`config.mk`:
```
export PLATFORM = sky130hd
export DESIGN_NAME = serial_adder
export DESIGN_NICKNAME = d
export VERILOG_FILES = /design/src/rtl/serial_adder.sv
export SDC_FILE = /design/constraint.sdc
export NUM_CORES = 1
export LEC_CHECK = 0
export BUFFER_PORTS_ARGS = -buffer_cell sky130_fd_sc_hd__buf_2
export CORE_ASPECT_RATIO = 2
export CORE_MARGIN = 1
export CORE_UTILIZATION = 54
export DETAILED_ROUTE_END_ITERATION = 10
export PLACE_DENSITY = 0.81
export SETUP_SLACK_MARGIN = 0.02
export SLEW_MARGIN = 20
export SYNTH_ARGS = -nofsm -noshare
export SYNTH_HDL_FRONTEND = slang
export SYNTH_SLANG_ARGS = --single-unit
```
`constraint.sdc`:
```
create_clock -name clk -period 2.5 [get_ports clk]
set_input_delay 0.375 -clock clk [delete_from_list [all_inputs] [get_ports clk]]
set_output_delay 0.375 -clock clk [all_outputs]
set_load 0.03 [all_outputs]
```
`src/rtl/serial_adder.sv`:
```
// serial_adder: WIDTH-bit digit-serial adder with carry-in, carry-out and
// two's-complement overflow. One DIGIT-bit slice is added per clock, least
// significant slice first, and the carry ripples through a register.
//
// Optional feature macro: SERIAL_ADDER_SUB_EN
//   When defined, a 'sub' input exists. sub=1 loads ~b and forces the
//   initial carry to 1, so the block computes a - b (cout=1 means no borrow).
//
// Handshake: 'start' is a request that is only accepted while the block is
// idle or is showing a result (busy=0). The request is consumed on the
// accepting clock edge, and the operands are captured on that same edge.
// While busy=1 the block ignores start, and it does not queue the request.
// 'done' is a one-cycle pulse. sum/cout/ovf are valid from that pulse and
// hold until the next completion or a reset.
module serial_adder #(
    parameter int WIDTH = 16,
    parameter int DIGIT = 4
) (
    input  logic             clk,
    input  logic             rst,
    input  logic             start,
    input  logic [WIDTH-1:0] a,
    input  logic [WIDTH-1:0] b,
    input  logic             cin,
`ifdef SERIAL_ADDER_SUB_EN
    input  logic             sub,
`endif
    output logic             busy,
    output logic             done,
    output logic [WIDTH-1:0] sum,
    output logic             cout,
    output logic             ovf,
    output logic [1:0]       dbg_state
);

    localparam int NDIG = WIDTH / DIGIT;
    localparam int CW   = (NDIG > 1) ? $clog2(NDIG) : 1;
    localparam logic [CW-1:0] LAST_CNT = CW'(NDIG - 1);

    typedef enum logic [1:0] {
        S_IDLE = 2'd0,
        S_RUN  = 2'd1,
        S_DONE = 2'd2
    } state_t;

    state_t r_state;
    state_t w_state_next;

    // Operand shift registers, carry, digit counter and the working result
    logic [WIDTH-1:0] r_a;
    logic [WIDTH-1:0] r_b;
    logic             r_c;
    logic [CW-1:0]    r_cnt;
    logic [WIDTH-1:0] r_w;
    logic             r_amsb;
    logic             r_bmsb;

    // Registered results
    logic [WIDTH-1:0] r_sum;
    logic             r_cout;
    logic             r_ovf;

    // Control strobes from the FSM
    logic w_load;
    logic w_step;
    logic w_last;

    // Effective B operand and initial carry, after optional subtract select
    logic [WIDTH-1:0] w_b_in;
    logic             w_c_in;

    // Per-digit adder and the working register's next value
    logic [DIGIT:0]   w_dsum;
    logic [WIDTH-1:0] w_w_next;
    logic             w_ovf_next;

`ifdef SERIAL_ADDER_SUB_EN
    // Subtraction is a + ~b + 1; cin has no effect when sub is set
    assign w_b_in = sub ? ~b : b;
    assign w_c_in = sub ? 1'b1 : cin;
`else
    assign w_b_in = b;
    assign w_c_in = cin;
`endif

    assign w_dsum = {1'b0, r_a[DIGIT-1:0]} + {1'b0, r_b[DIGIT-1:0]}
                  + {{DIGIT{1'b0}}, r_c};

    // New digit enters the working register from the top; with a single digit
    // the digit is the whole result
    generate
        if (NDIG == 1) begin : g_single
            assign w_w_next = w_dsum[DIGIT-1:0];
        end else begin : g_multi
            assign w_w_next = {w_dsum[DIGIT-1:0], r_w[WIDTH-1:DIGIT]};
        end
    endgenerate

    // Overflow: operands agree in sign but the result does not
    assign w_ovf_next = (r_amsb == r_bmsb) && (w_w_next[WIDTH-1] != r_amsb);

    // State register
    always_ff @(posedge clk or posedge rst) begin
        if (rst) begin
            r_state <= S_IDLE;
        end else begin
            r_state <= w_state_next;
        end
    end

    // Next-state logic and datapath strobes
    always_comb begin
        w_state_next = r_state;
        w_load       = 1'b0;
        w_step       = 1'b0;
        w_last       = 1'b0;
        case (r_state)
            S_IDLE: begin
                if (start) begin
                    w_load       = 1'b1;
                    w_state_next = S_RUN;
                end
            end
            S_RUN: begin
                w_step = 1'b1;
                if (r_cnt == LAST_CNT) begin
                    w_last       = 1'b1;
                    w_state_next = S_DONE;
                end
            end
            S_DONE: begin
                if (start) begin
                    w_load       = 1'b1;
                    w_state_next = S_RUN;
                end else begin
                    w_state_next = S_IDLE;
                end
            end
            default: begin
                w_state_next = S_IDLE;
            end
        endcase
    end

    // Operand capture and per-digit shifting
    always_ff @(posedge clk or posedge rst) begin
        if (rst) begin
            r_a    <= '0;
            r_b    <= '0;
            r_c    <= 1'b0;
            r_cnt  <= '0;
            r_w    <= '0;
            r_amsb <= 1'b0;
            r_bmsb <= 1'b0;
        end else if (w_load) begin
            r_a    <= a;
            r_b    <= w_b_in;
            r_c    <= w_c_in;
            r_cnt  <= '0;
            r_amsb <= a[WIDTH-1];
            r_bmsb <= w_b_in[WIDTH-1];
        end else if (w_step) begin
            r_a   <= r_a >> DIGIT;
            r_b   <= r_b >> DIGIT;
            r_c   <= w_dsum[DIGIT];
            r_w   <= w_w_next;
            r_cnt <= r_cnt + CW'(1);
        end
    end

    // Results update only when the final digit completes
    always_ff @(posedge clk or posedge rst) begin
        if (rst) begin
            r_sum  <= '0;
            r_cout <= 1'b0;
            r_ovf  <= 1'b0;
        end else if (w_last) begin
            r_sum  <= w_w_next;
            r_cout <= w_dsum[DIGIT];
            r_ovf  <= w_ovf_next;
        end
    end

    assign busy      = (r_state == S_RUN);
    assign done      = (r_state == S_DONE);
    assign sum       = r_sum;
    assign cout      = r_cout;
    assign ovf       = r_ovf;
    assign dbg_state = r_state;

endmodule

```
==> key figures <==
Synth
  • Synth cell count leaders: nand2_1, dfrtp_1, a22oi_1
  • Syn Inst Count: ~260
  • Post-synth ARST share: 1.00
  • Mean area per synthesized cell: about 11 um2
  • Post-Synth XOR/XNOR Area: 0.00601
  • Number of flops mapped to enable cells by yosys: 0
  • Synth top area share: 0.592
  • Post-Syn Nets: about 300
  • Post-synthesis sequential element count: 69
  • Mux cell area share after synthesis: 0.0682
  • Area fraction in compound gates after synthesis: 0.125
  • Largest family of logic cells by synthesized area: simple AND/OR/NAND/NOR gates
  • Syn. warnings: 0
  • Synth Cell Area: 2920 um2
  • Seq/Total Area, Yosys: 0.592
  • Adder-cell area share of the yosys netlist: 0.0309
  • Simple-gate area share of the yosys netlist: 0.130
  • Yosys top cell by area: dfrtp_1
  • Top FF cell, synth: dfrtp_1
  • Synth top area cells: dfrtp_1, nand2_1, a22oi_1, mux2_4, a22o_1
  • Synth cell types: 31
  • Count leader, synth: nand2_1

STA
  • Fin Clk Skew: 0.00689 ns
  • Relative slew slack: 0.608
  • Setup-failing EPs final: 0
  • Final period utilization: 0.768
  • RSZ-0062 raised after global routing: false
  • Setup TNS: 0 ns
  • Final hold vios: 0
  • Worst slew pin tran: 0.587 ns
  • Maximum clock frequency: 521 MHz
  • Final min period: about 1.9 ns
  • Max-slew violation count: 0
  • Hold WS: 0.0895 ns

Detailed routing
  • Vias per inst: 5.53
  • 1st-iter DRT viols: 39
  • Routed len/inst: ~15 um
  • Vias: 2080
  • Drc violations: 0
  • DRT Pass-1 Iters: 5
  • Post-route ant nets: 0
  • Final WL: 5640 um

Power
  • Leak: 1.79 nW
  • Pwr/cell area: 1430 nW/um2
  • Final Power: 4.85 mW
  • Maximum VDD drop: 0.000761 V

CTS
  • CTS H-tree depth: 3
  • Post-CTS setup buffer count: 0
  • CTS tree: done
  • PostCTS Resize Cnt: 0
  • CTS clk-pin slew, worst paths: around 0.07 ns
  • Root Buffer: clkbuf_8
  • Clock latency on the worst-skew pair: roughly 0.35 ns
  • Clock Sinks: 69
  • Hold-fix buffers, CTS: 0
  • CTS Buf Count: 9
  • Maximum clock path buffer count: 2

Critical path
  • Crit path to: busy
  • Critical Path End Type: primary output
  • CP Max Fanout: 39
  • Required time of the critical path: 2.12 ns
  • Worst Setup Path Type: reg2out
  • CP Launch Type: flip-flop
  • Worst r2r path cells: 5
  • Worst r2r src: dbg_state[1]
  • Arrival @ worst endpoint: between 1.5 and 2 ns
  • Internal reg-to-reg setup slack: approximately 0.71 ns
  • RR Endpoint: sum[11]
  • Crit path launch: dbg_state[1]

Final layout
  • Antenna fix cells: 0
  • Fin util: 0.655
  • # nets final: 356
  • Layout area overhead: 16.5%
  • Layout cells sized above 1: 0.302

Floorplan
  • I/O pins: 58
  • Die footprint: 5710 um2
  • Core area: approximately 5200 um2
  • Row cnt: 37
  • Die Y: around 110 um
  • Die width: 54.0 um
  • Initial Util: 0.562

Placement
  • GP Congestion: 0.700
  • Dpl hpwl: 3970 um
  • Port bufs: 57

GRT
  • Total gr overflow: 0
  • Largest net degree at the start of global routing: 40
  • First-pass GRT wire length: 9700 um
  • Antenna violations before repair: 0
  • Vias in the first global route: 2165
  • Gr usage total: 0.239

Run
  • Max-Cap Viols: 0

Min path
  • HP Class: in2async

Status
  • Run status: completed
[flip-flops by register name, indices dropped and copies added, names as in the netlist]
name,flops
cout,1
dbg_state,2
ovf,1
r_a,16
r_amsb,1
r_b,16
r_bmsb,1
r_c,1
r_cnt,2
r_w,12
sum,16
[layout make-up]
type | count | area, um2
Timing Repair Buffer | 62 | 335
Inverter | 7 | 31.3
Tap cell | 58 | 72.6
Multi-Input combinational cell | 165 | 1050
Clock buffer | 14 | 173
Clock inverter | 1 | 5.00
Sequential cell | 69 | 1730
Fill cell | 449 | 1790
[report_power, final]
part	switching (mW)	total [mW]	internal [mW]
logic	1.27	2.07	0.800
clock network	0.389	0.824	0.435
registers	0.314	1.95	1.63
[worst max-delay path, cell delays in order, from the launching register on]
cell and delay, ns:
dfrtp_1 0.38, nand2b_1 0.19, inv_4 0.34, buf_2 0.29
[through the flow]
step	instances	area, um2	worst slack, ns
CTS	376	3400	0.548
floorplan	256	2920	0.385
finish	376	3400	0.580
detailed placement	361	3220	0.719
global placement	361	3220	0.759
global route	376	3400	0.481
[how the worst min path moves through the flow]
stage,startpoint,endpoint,slack [ns],cells after the start
6_report,rst,sum[12],0.09,2
5_1_grt,rst,dbg_state[0],0.15,2
4_1_cts,rst,dbg_state[0],0.10,2
3_5_place_dp,r_a[10],r_a[10],0.47,2
3_3_place_gp,r_b[6],r_b[6],0.46,2
2_1_floorplan,r_w[4],r_w[4],0.45,2
[metal layers]
layer	global-route usage	part of all wire
met1	0.279	0.39
met2	0.390	0.54
met3	0.0601	0.047
met4	0.118	0.021
met5	0	0
[cells by family (layout without fill, tap and decap cells)]
logic type               count (synthesis)  in the layout
buffers and inverters                   22             84
flip-flops                              69             69
AND/OR/NAND/NOR                         92             92
multiplexers                            15             15
AO/OA/AOI/OAI                           50             50
adder cells (fa/ha/maj)                  6              6
XOR/XNOR                                 2              2
[cells in the final DEF, fill, tap and decap left out]
cell type and n:
nand2_1 80, dfrtp_1 69, buf_2 57, a22oi_1 23, clkbuf_8 12, o21ai_0 9, a22o_1 9, mux2_4 8
mux2_2 7, inv_1 4, ha_1 4, buf_4 4, inv_4 2, nor3_1 2, a221o_1 2, xor2_1 2
nand3_1 2, a21o_1 2, a21oi_1 2, fa_1 2, clkbuf_1 2, nand2b_1 1, nor2b_2 1, nor2_2 1
nand2_4 1, o21bai_1 1, nor2b_1 1, inv_2 1, or3_1 1, a211o_1 1, nor3b_1 1, and3b_1 1
o211ai_1 1, clkinv_2 1, buf_12 1
Power figures use the tool's default switching activity.
